==> config.mk <==
export PLATFORM = sky130hd
export DESIGN_NAME = div_clock_tick_sync_flat
export DESIGN_NICKNAME = d
export VERILOG_FILES = /design/src/rtl/div_clock_tick_sync_if.sv /design/src/rtl/div_clock_tick_sync.sv /design/src/flat_wrapper.sv
export SDC_FILE = /design/constraint.sdc
export NUM_CORES = 1
export LEC_CHECK = 0
export CAP_MARGIN = 20
export CELL_PAD_IN_SITES_DETAIL_PLACEMENT = 1
export CELL_PAD_IN_SITES_GLOBAL_PLACEMENT = 2
export CORE_ASPECT_RATIO = 2
export CORE_UTILIZATION = 33
export DETAILED_ROUTE_END_ITERATION = 16
export PLACE_DENSITY_LB_ADDON = 0.25
export SKIP_CTS_REPAIR_TIMING = 1
export SLEW_MARGIN = 20
export SYNTH_ARGS = -nofsm -noshare
export SYNTH_HDL_FRONTEND = slang
export SYNTH_SLANG_ARGS = --single-unit
==> constraint.sdc <==
create_clock -name clock -period 2.9 [get_ports clock]
set_input_delay 0.29 -clock clock [delete_from_list [all_inputs] [get_ports clock]]
set_output_delay 0.29 -clock clock [all_outputs]
set_load 0.02 [all_outputs]
==> src/rtl/div_clock_tick_sync_if.sv <==
// Purpose : carries the divided clock in, and the tick/period/health results out, of div_clock_tick_sync.
// Latency : n/a (wires only).
// Backpressure: none; every signal is a level or a single-cycle pulse with no ready.
// Ports   : div_clock_in (async divided clock), level, tick_rise, tick_fall,
//           period[PERIOD_WIDTH], period_valid, locked, timeout.
//           master = the sync block (drives results), slave = the consumer.
interface div_clock_tick_sync_if #(
   parameter int PERIOD_WIDTH = 24
);
   logic                    div_clock_in;
   logic                    level;
   logic                    tick_rise;
   logic                    tick_fall;
   logic [PERIOD_WIDTH-1:0] period;
   logic                    period_valid;
   logic                    locked;
   logic                    timeout;

   modport master (
      input  div_clock_in,
      output level, tick_rise, tick_fall, period, period_valid, locked, timeout
   );

   modport slave (
      output div_clock_in,
      input  level, tick_rise, tick_fall, period, period_valid, locked, timeout
   );
endinterface

==> src/rtl/div_clock_tick_sync.sv <==
// Purpose : synchronise the slow divided clock into `clock`, emit rise/fall enable ticks, measure period, flag lock/timeout.
// Latency : level/ticks one cycle after edge k+SYNC_STAGES (input first sampled high at edge k), +3 with the filter; period/locked one cycle after tick_rise.
// Backpressure: none; ticks and timeout are fire-and-forget single-cycle pulses.
// Ports   : clock, reset (sync, active-high), bus (div_clock_tick_sync_if.master).
// Option  : define DIV_CLOCK_TICK_SYNC_GLITCH_FILTER_EN to insert a 3-cycle stability
//           filter after the synchroniser (rejects pulses shorter than 3 cycles).
module div_clock_tick_sync #(
   parameter int SYNC_STAGES    = 2,
   parameter int PERIOD_WIDTH   = 24,
   parameter int EXPECT_PERIOD  = 131072,
   parameter int TOLERANCE      = 4,
   parameter int TIMEOUT_CYCLES = 262144
) (
   input  logic                 clock,
   input  logic                 reset,
   div_clock_tick_sync_if.master bus
);

   localparam logic [1:0] IDLE  = 2'd0;
   localparam logic [1:0] ARMED = 2'd1;
   localparam logic [1:0] TRACK = 2'd2;

   localparam logic [PERIOD_WIDTH-1:0] TMO_VAL = PERIOD_WIDTH'(TIMEOUT_CYCLES);
   localparam logic [PERIOD_WIDTH-1:0] EXP_VAL = PERIOD_WIDTH'(EXPECT_PERIOD);
   localparam logic [PERIOD_WIDTH-1:0] TOL_VAL = PERIOD_WIDTH'(TOLERANCE);
   localparam logic [PERIOD_WIDTH-1:0] ONE     = PERIOD_WIDTH'(1);

   logic [SYNC_STAGES-1:0]  sync_q;
   logic                    s;
   logic                    f;
   logic                    prev_q;
   logic                    level_q;
   logic                    tick_rise_q;
   logic                    tick_fall_q;
   logic [PERIOD_WIDTH-1:0] cnt_q;
   logic [PERIOD_WIDTH-1:0] period_q;
   logic                    period_valid_q;
   logic                    locked_q;
   logic                    timeout_q;
   logic [1:0]              state_q;
   logic                    good_q;   // previous measurement was in tolerance
   logic [PERIOD_WIDTH-1:0] dev;
   logic                    in_tol;
   logic                    tmo_hit;

   // Synchroniser: new sample enters at bit 0, settled value leaves at the top.
   always_ff @(posedge clock) begin
      if (reset) begin
         sync_q <= '0;
      end else begin
         sync_q <= {sync_q[SYNC_STAGES-2:0], bus.div_clock_in};
      end
   end

   assign s = sync_q[SYNC_STAGES-1];

`ifdef DIV_CLOCK_TICK_SYNC_GLITCH_FILTER_EN
   logic       filt_q;
   logic [1:0] stab_q;

   // The filtered value follows s only once s has disagreed with it for 3 cycles in a row.
   always_ff @(posedge clock) begin
      if (reset) begin
         filt_q <= 1'b0;
         stab_q <= 2'd0;
      end else if (s == filt_q) begin
         stab_q <= 2'd0;
      end else if (stab_q == 2'd2) begin
         filt_q <= s;
         stab_q <= 2'd0;
      end else begin
         stab_q <= stab_q + 2'd1;
      end
   end

   assign f = filt_q;
`else
   assign f = s;
`endif

   // Edge detection, all outputs registered.
   always_ff @(posedge clock) begin
      if (reset) begin
         prev_q      <= 1'b0;
         level_q     <= 1'b0;
         tick_rise_q <= 1'b0;
         tick_fall_q <= 1'b0;
      end else begin
         prev_q      <= f;
         level_q     <= f;
         tick_rise_q <= f & ~prev_q;
         tick_fall_q <= ~f & prev_q;
      end
   end

   // Absolute deviation from nominal, computed without wrap.
   assign dev     = (cnt_q >= EXP_VAL) ? (cnt_q - EXP_VAL) : (EXP_VAL - cnt_q);
   assign in_tol  = (dev <= TOL_VAL);
   // A rise in the same cycle as saturation wins over the timeout.
   assign tmo_hit = (state_q != IDLE) && !tick_rise_q && (cnt_q == TMO_VAL);

   always_ff @(posedge clock) begin
      if (reset) begin
         cnt_q          <= '0;
         period_q       <= '0;
         period_valid_q <= 1'b0;
         locked_q       <= 1'b0;
         timeout_q      <= 1'b0;
         state_q        <= IDLE;
         good_q         <= 1'b0;
      end else begin
         timeout_q <= 1'b0;

         // cnt equals the rise-to-rise distance on the cycle tick_rise is high.
         if (tick_rise_q) begin
            cnt_q <= ONE;
         end else if (cnt_q != TMO_VAL) begin
            cnt_q <= cnt_q + ONE;
         end

         if (tmo_hit) begin
            timeout_q      <= 1'b1;
            period_valid_q <= 1'b0;
            locked_q       <= 1'b0;
            good_q         <= 1'b0;
            state_q        <= IDLE;
         end else if (tick_rise_q) begin
            case (state_q)
               IDLE: begin
                  state_q <= ARMED;
               end
               ARMED: begin
                  period_q       <= cnt_q;
                  period_valid_q <= 1'b1;
                  good_q         <= in_tol;
                  state_q        <= TRACK;
               end
               TRACK: begin
                  period_q <= cnt_q;
                  if (in_tol) begin
                     locked_q <= good_q;
                     good_q   <= 1'b1;
                  end else begin
                     locked_q <= 1'b0;
                     good_q   <= 1'b0;
                  end
               end
               default: begin
                  state_q <= IDLE;
               end
            endcase
         end
      end
   end

   assign bus.level        = level_q;
   assign bus.tick_rise    = tick_rise_q;
   assign bus.tick_fall    = tick_fall_q;
   assign bus.period       = period_q;
   assign bus.period_valid = period_valid_q;
   assign bus.locked       = locked_q;
   assign bus.timeout      = timeout_q;

endmodule
==> src/flat_wrapper.sv <==
// flat-port wrapper written by rule: the top's interface ports become plain ports
module div_clock_tick_sync_flat 
#(
   parameter int SYNC_STAGES    = 2,
   parameter int PERIOD_WIDTH   = 24,
   parameter int EXPECT_PERIOD  = 131072,
   parameter int TOLERANCE      = 4,
   parameter int TIMEOUT_CYCLES = 262144
)
  (clock, reset, bus_div_clock_in, bus_level, bus_tick_rise, bus_tick_fall, bus_period, bus_period_valid, bus_locked, bus_timeout);
  div_clock_tick_sync_if #(.PERIOD_WIDTH(PERIOD_WIDTH)) bus_i ();
  input  logic clock;
  input  logic reset;
  input wire logic [$bits(bus_i.div_clock_in)-1:0] bus_div_clock_in;
  output wire logic [$bits(bus_i.level)-1:0] bus_level;
  output wire logic [$bits(bus_i.tick_rise)-1:0] bus_tick_rise;
  output wire logic [$bits(bus_i.tick_fall)-1:0] bus_tick_fall;
  output wire logic [$bits(bus_i.period)-1:0] bus_period;
  output wire logic [$bits(bus_i.period_valid)-1:0] bus_period_valid;
  output wire logic [$bits(bus_i.locked)-1:0] bus_locked;
  output wire logic [$bits(bus_i.timeout)-1:0] bus_timeout;
  assign bus_i.div_clock_in = bus_div_clock_in;
  assign bus_level = bus_i.level;
  assign bus_tick_rise = bus_i.tick_rise;
  assign bus_tick_fall = bus_i.tick_fall;
  assign bus_period = bus_i.period;
  assign bus_period_valid = bus_i.period_valid;
  assign bus_locked = bus_i.locked;
  assign bus_timeout = bus_i.timeout;
  div_clock_tick_sync #(.SYNC_STAGES(SYNC_STAGES), .PERIOD_WIDTH(PERIOD_WIDTH), .EXPECT_PERIOD(EXPECT_PERIOD), .TOLERANCE(TOLERANCE), .TIMEOUT_CYCLES(TIMEOUT_CYCLES)) u_core (.clock(clock), .reset(reset), .bus(bus_i));
endmodule
==> out/metrics.cfg, run 1 <==
[die]
placeable_area_sq_mm = 0.00901
start_util = 0.342
die_width_microns = 70.3
die-height_microns = 139
die_area_sq_mm = 0.00975
std_cell_rows = 49
io_pins = 33

[worst_setup_path]
cp.arrival_ns = 2.86
dominant_delay_contributor_by_cell_family_on_the_critical_path = simple AND/OR/NAND/NOR gates
crit_chain = nor3_1 -> nand3_1 -> nor3_1 -> mux2_2 -> nor4b_2 -> nand4b_1 -> o21ai_1
critPathCaptureType = register
critical_path.max_stage_delay_ns = 0.64
critPathLaunchType = register
setup.reg_to_reg.worst_slack_ns = 0.30
reg2reg_depth = 7
crit_type = register to register
slowest_stage = nor3_1
regToRegStartpoint = u_core.cnt_q[7]
critical_path.n_buffers_inverters = 0
crit_fanout = 11
rr_endpoint = u_core.good_q
timing.critical_path.mode_cell = nor3_1
worst-endpoint-required_ns = 3.16

[layout]
post-route-util = 0.425
fillers = 1062
post_layout_nonfiller_instances = 515
layout_commonest_cell = nand2_1
sequential_cell_area_sq_mm = 0.00118
fraction_of_layout_instances_using_a_drive_strength_above_1 = 0.121
layout.cells.most_common_list = nand2_1, dfxtp_1, nor2_1
syn2layout_area_growth_pct = 24.2
multi_input_comb_area_sq_mm = 0.00174
antenna_cells_inserted = 0
nets = 423

[hold_path]
timing.hold.worst_path_depth = 1
holdCritStartpoint = u_core.sync_q[1]
hold_path.class = register to register
min_to = u_core.bus.tick_fall

[logic_synthesis]
syn_inst = 382
syn_area_per_cell_sq_um = 8.07
async_flop_share = 0
number_of_enable_flip_flop_cells_after_synthesis = 0
yosysWarnings = 0
synth-main-ff-cell = dfxtp_1
syn_nets = 395
post_synth_instance_area_sq_mm = 0.00308
seq_area_frac_synth = 0.383
synth.lib_cells_used.distinct = 57
postSynthRegisterBits = 59

[global_route]
gr-total-overflow = 0
grt_usage = 0.187
largest_net_degree_at_the_start_of_global_routing = 25
grt_antenna_before_repair = 0
grt_first_pass_wirelength_microns = 14200
first_global_vias = 2897

[clock_network]
root_buffer = clkbuf_16
clock_network_latency_to_the_later_pin_of_the_worst_skew_pair_ns = 0.33
cts_max_level = 3
cts.reportedPaths.clkPinSlew_ns = 0.05
cts_inserted_buffers = 9
clock_sinks = 59
cts_max_path_buffers = 2
clock_tree_from_tritoncts = built

[place]
place_congestion = 0.868
place_ws_ns = 0.278
detailedPlacementHpwl_microns = 6470
post-place-cells = 501
portBuffers = 32

[sta]
post_route_setup_tns_ns = 0
final-hold-violation-count = 0
final_max_slew_viol_count = 0
fin_crit_ns = 2.60
max_clock_freq_mhz = 385
final-setup-viol-count = 0
tightest_pin_transition_ns = 0.702
final_period_utilization = 0.895
fin_ws_ns = 0.305
rsz0062_at_grt = false
timing.slew.headroom = 0.528
clock-skew-final_ns = 0.00511

[outcome]
status = complete, no violations

[flow_run]
drv.max_cap_violation_count = 0

[route]
wl_per_instance_microns = 16.6
detailedRoute.firstIterationViolations = 84
drt_wl_total_microns = 8560
vias_per_cell = 5.34
first_pass_detailed_route_iteration_total = 4
drc = 0
postRouteAntennaNets = 0
via_count = 2750

[power_and_ir_drop]
total_power_mw = 2.05
p_leak_nw = 1.36
total_power_divided_by_cell_area_mw_per_mm2 = 536
worst_ir_drop_vdd_v = 0.000402

[worst max path at each step]
stage	start	endpoint	slack, ns	depth (start not counted)
after floorplan	u_core.cnt_q[1]	u_core.good_q	0.49	10
after global routing	u_core.cnt_q[0]	u_core.cnt_q[20]	0.08	11
after detailed placement	u_core.cnt_q[0]	u_core.cnt_q[20]	0.28	11
final	u_core.cnt_q[7]	u_core.good_q	0.30	7
after CTS	u_core.cnt_q[0]	u_core.cnt_q[20]	0.26	11
after global placement	u_core.cnt_q[0]	u_core.cnt_q[20]	0.30	11
[layer usage]
metal	wire (microns)	global-route usage	vias up
met5	0	0	-
met4	399	0.125	0
met3	215	0.0378	24
met2	4720	0.347	49
met1	3220	0.180	1320
li1	-	-	1357
[kinds of logic after synthesis]
group,count (synthesis),synth area share
AO/OA/AOI/OAI,65,0.136
XOR/XNOR,23,0.0654
adder cells (fa/ha/maj),10,0.0406
buffers and inverters,40,0.0532
flip-flops,59,0.383
multiplexers,5,0.0171
AND/OR/NAND/NOR,180,0.304
[flip-flops by register name, indices dropped and copies added (netlist names)]
register,cells
u_core.bus.locked,1
u_core.bus.period,24
u_core.bus.period_valid,1
u_core.bus.tick_fall,1
u_core.bus.tick_rise,1
u_core.bus.timeout,1
u_core.cnt_q,24
u_core.good_q,1
u_core.prev_q,1
u_core.state_q,2
u_core.sync_q,2
[metrics by stage]
step	cell area, sq um	hold WS [ns]
2_1_floorplan	3080	0.369
3_3_place_gp	3530	0.395
3_5_place_dp	3530	0.417
4_1_cts	3830	0.424
5_1_grt	3830	0.431
6_report	3830	0.414
[synthesized netlist by cell type, types with 2 or more instances]
master	n	area share
nand2_1	60	0.073
dfxtp_1	59	0.38
nor2_1	39	0.048
a21oi_1	33	0.054
clkbuf_1	26	0.032
nand3_1	15	0.024
xor2_1	15	0.043
nor3_1	11	0.018
ha_1	10	0.041
o21ai_0	9	0.015
nor2b_1	8	0.016
xnor2_1	8	0.023
inv_1	7	0.0085
nor4_1	7	0.014
or3_1	7	0.014
buf_2	5	0.0081
nand4_1	4	0.0081
nor3b_1	4	0.0097
mux2i_1	3	0.0097
nor4b_1	3	0.0085
or2_2	3	0.0061
a221oi_1	2	0.0057
a41oi_1	2	0.0057
and2_1	2	0.0041
and3_1	2	0.0041
mux2_2	2	0.0073
nor4_4	2	0.014
o2111ai_1	2	0.0057
o211ai_1	2	0.0049
o21a_1	2	0.0049
or4_1	2	0.0049
[area by class of cell]
class,count,share of cell area
clock inverters,2,0.00915
well taps,102,0.0333
flip-flops and latches,59,0.308
inverters,7,0.00686
repair buffers,50,0.119
clock buffers,12,0.0696
multi-input cells,283,0.454
[report_power, final]
part / switching (mW) / internal [mW] / total, mW / leakage (nW)
Clock: 0.347 / 0.722 / 1.07 / 0.151
Sequential: 0.00942 / 0.819 / 0.829 / 0.476
Combinational: 0.0890 / 0.0654 / 0.154 / 0.733
Total: 0.446 / 1.61 / 2.05 / 1.36
Note: power is estimated with default switching activity, not from simulation.
==> inputs of run 2 (changes only) <==
CAP_MARGIN = not set   (was 20)
MAX_ROUTING_LAYER = met4   (was not set)
==> out/metrics.cfg, run 2 (synthesis results as in run 1) <==
[outcome]
status = complete, no violations

[worst_setup_path]
cp.arrival_ns = 2.92
regToRegStartpoint = u_core.cnt_q[10]
crit_type = register to register
critical_path.max_stage_delay_ns = 0.49
critPathLaunchType = register
critPathCaptureType = register
timing.critical_path.mode_cell = or3_1
dominant_delay_contributor_by_cell_family_on_the_critical_path = simple AND/OR/NAND/NOR gates
startpoint = u_core.cnt_q[10]
critical_path.n_buffers_inverters = 0
slowest_stage = or3_1
crit_fanout = 9
crit_chain = or3_1 -> or3_1 -> nor3_1 -> mux2_2 -> nor4b_2 -> nand4b_1 -> o21ai_1
worst-endpoint-required_ns = 3.16

[die]
std_cell_rows = 49
placeable_area_sq_mm = 0.00901
start_util = 0.342
die_area_sq_mm = 0.00975
die_width_microns = 70.3
io_pins = 33
die-height_microns = 139

[route]
drc = 0
first_pass_detailed_route_iteration_total = 4
wl_per_instance_microns = 17.0
vias_per_cell = 5.38
detailedRoute.firstIterationViolations = 115
drt_wl_total_microns = 8750
via_count = 2777
postRouteAntennaNets = 0

[sta]
final-hold-violation-count = 0
post_route_setup_tns_ns = 0
final_max_slew_viol_count = 0
timing.slew.headroom = 0.595
max_clock_freq_mhz = 375
rsz0062_at_grt = false
final_period_utilization = 0.920
clock-skew-final_ns = 0.00550
tightest_pin_transition_ns = 0.603
fin_crit_ns = 2.67
final-setup-viol-count = 0

[power_and_ir_drop]
switching_share = 0.211
p_leak_nw = 1.37
total_power_divided_by_cell_area_mw_per_mm2 = 571
total_power_mw = 2.21
power_frac_clock = 0.555
net-switching-power_mw = 0.465
combPwrFrac = 0.070
worst_ir_drop_vdd_v = 0.000359
share_seq_of_total_power = 0.375
intPower_mw = 1.74

[global_route]
grt_first_pass_wirelength_microns = 14500
first_global_vias = 2891
grt_antenna_before_repair = 0
gr-total-overflow = 0
grt_usage = 0.195
largest_net_degree_at_the_start_of_global_routing = 25

[place]
place_area_sq_mm = 0.00352
place_congestion = 0.885
detailedPlacementHpwl_microns = 6550
portBuffers = 32

[clock_network]
cts_max_path_buffers = 2
cts.reportedPaths.clkPinSlew_ns = 0.05
clock_tree_from_tritoncts = built
clock_sinks = 59
cts_max_level = 3
clock_network_latency_to_the_later_pin_of_the_worst_skew_pair_ns = 0.33
root_buffer = clkbuf_16
cts_inserted_buffers = 9

[layout]
postLayoutCellArea_sq_mm = 0.00386
post-route-util = 0.429
nets = 422
syn2layout_area_growth_pct = 25.3
fillers = 1068
layout_commonest_cell = nand2_1
antenna_cells_inserted = 0
layout.cells.most_common_list = nand2_1, dfxtp_1, nor2_1
fraction_of_layout_instances_using_a_drive_strength_above_1 = 0.121

[flow_run]
drv.max_cap_violation_count = 0

[hold_path]
holdCritStartpoint = u_core.sync_q[1]
hold_path.class = register to register

-- run 2: layout make-up --
class | count | area, sq um | area share
clock buffers | 11 | 243 | 0.0628
clock inverters | 5 | 100 | 0.0259
inverters | 7 | 26.3 | 0.00680
multi-input cells | 283 | 1740 | 0.450
flip-flops and latches | 59 | 1180 | 0.306
well taps | 102 | 128 | 0.0330
repair buffers | 49 | 448 | 0.116
-- run 2: worst register-to-register path, stage by stage, from the launching register on --
cell      delay (ns)
dfxtp_1         0.39
or3_1           0.49
or3_1           0.47
nor3_1          0.24
mux2_2          0.37
nor4b_2         0.39
nand4b_1        0.15
o21ai_1         0.10
-- run 2: power groups by stage --
stage | Combinational, mW | Clock [mW] | Sequential (mW)
5_1_grt | 0.172 | 1.28 | 0.829
6_report | 0.155 | 1.22 | 0.828
3_3_place_gp | 0.153 | 0 | 0.844
2_1_floorplan | 0.119 | 0 | 0.840
3_5_place_dp | 0.156 | 0 | 0.845
4_1_cts | 0.157 | 1.25 | 0.827
-- run 2: metrics by stage --
step                      cells  setup WS [ns]  hold slack [ns]
after CTS                   516          0.201            0.410
after floorplan             382          0.492            0.369
after global routing        516         0.0215            0.423
after global placement      500          0.284            0.396
final                       516          0.233            0.404
after detailed placement    500          0.233            0.403
-- run 2: final timing paths --
| kind | endpoint | slack (ns) | cells past startpoint |
|---|---|---|---|
| worst min register to register | u_core.bus.tick_fall | 0.40 | 1 |
| worst min-delay path | u_core.bus.tick_fall | 0.40 | 1 |
| worst max-delay path | u_core.good_q | 0.23 | 7 |
| worst max register to register | u_core.good_q | 0.23 | 7 |
-- run 2: layer usage --
metal / wire length, microns / track usage
met5: 0 / -
met4: 256 / 0.0916
met3: 206 / 0.0363
met2: 4900 / 0.358
met1: 3390 / 0.190
==> inputs of run 3 (changes only) <==
SETUP_SLACK_MARGIN = 0.15   (was not set)
==> out/metrics.cfg, run 3 (synthesis results as in run 1) <==
[worst_setup_path]
critPathLaunchType = register
cp.arrival_ns = 2.95
worst-endpoint-required_ns = 3.16
critPathCaptureType = register
crit_fanout = 9
reg2reg_depth = 7
crit_type = register to register

[global_route]
grt_antenna_before_repair = 0
first_global_vias = 2891
grt_usage = 0.195
grt_first_pass_wirelength_microns = 14500
largest_net_degree_at_the_start_of_global_routing = 25
gr-total-overflow = 0

[layout]
layout_commonest_cell = nand2_1
antenna_cells_inserted = 0
syn2layout_area_growth_pct = 26.0
fillers = 1066
layout.cells.most_common_list = nand2_1, dfxtp_1, nor2_1
nets = 422
fraction_of_layout_instances_using_a_drive_strength_above_1 = 0.123
post-route-util = 0.431

[route]
first_pass_detailed_route_iteration_total = 4
wl_per_instance_microns = 17.2
via_count = 2792
vias_per_cell = 5.41
detailedRoute.firstIterationViolations = 85
postRouteAntennaNets = 0
drc = 0
drt_wl_total_microns = 8870

[flow_run]
drv.max_cap_violation_count = 0

[sta]
max_clock_freq_mhz = 372
fin_ws_ns = 0.209
post_route_setup_tns_ns = 0
fin_crit_ns = 2.69
clock-skew-final_ns = 0.00550
worst_hold_slack_ns = 0.404
rsz0062_at_grt = false
tightest_pin_transition_ns = 0.649
final_max_slew_viol_count = 0
final-setup-viol-count = 0
timing.slew.headroom = 0.564
final_period_utilization = 0.928
final-hold-violation-count = 0

[place]
portBuffers = 32
place_congestion = 0.885
detailedPlacementHpwl_microns = 6550
place_ws_ns = 0.233

[die]
std_cell_rows = 49
die-height_microns = 139
placeable_area_sq_mm = 0.00901
die_width_microns = 70.3
start_util = 0.342
die_area_sq_mm = 0.00975
io_pins = 33

[clock_network]
root_buffer = clkbuf_16
cts_max_level = 3
clock_sinks = 59
cts_max_path_buffers = 2
clock_tree_from_tritoncts = built
cts.reportedPaths.clkPinSlew_ns = 0.05
clock_network_latency_to_the_later_pin_of_the_worst_skew_pair_ns = 0.33
cts_inserted_buffers = 9

[outcome]
status = complete, no violations

[hold_path]
timing.hold.worst_path_depth = 1
hold_path.class = register to register

[power_and_ir_drop]
worst_ir_drop_vdd_v = 0.000360
total_power_divided_by_cell_area_mw_per_mm2 = 570
p_leak_nw = 1.40

run 3: worst paths after layout:
path | slack, ns | startpoint | to
max | 0.21 | u_core.cnt_q[10] | u_core.good_q
min | 0.40 | u_core.sync_q[1] | u_core.bus.tick_fall
min reg2reg | 0.40 | u_core.sync_q[1] | u_core.bus.tick_fall
max reg2reg | 0.21 | u_core.cnt_q[10] | u_core.good_q
run 3: layout make-up:
cell class,instances,area (sq um),area share
tap,102,128,0.0329
timing repair buffer,49,448,0.115
multi-input combinational,283,1760,0.452
clock buffer,11,243,0.0625
clock inverter,5,100,0.0258
inverter,7,26.3,0.00677
sequential,59,1180,0.304
run 3: metrics by stage:
stage	cells	power (mW)	area, sq um
after floorplan	382	0.959	3080
after global placement	500	0.997	3520
after detailed placement	500	1.00	3520
after CTS	516	2.24	3860
after global routing	516	2.28	3880
final	516	2.21	3880
run 3: power by group:
part / switching [mW] / total [mW] / internal [mW]
clock network: 0.366 / 1.22 / 0.859
logic: 0.0938 / 0.161 / 0.0669
registers: 0.00924 / 0.828 / 0.818
run 3: worst max-delay path, cell delays in order, from the launching register on:
cell	delay [ns]
dfxtp_1	0.39
or3_1	0.50
or3_1	0.47
nor3_1	0.23
mux2_2	0.39
nor4b_4	0.39
nand4b_1	0.15
o21ai_1	0.10
run 3: metal layers:
layer,routed length (microns),track usage
met5,0,-
met4,259,0.0916
met3,210,0.0363
met2,4980,0.358
met1,3410,0.190
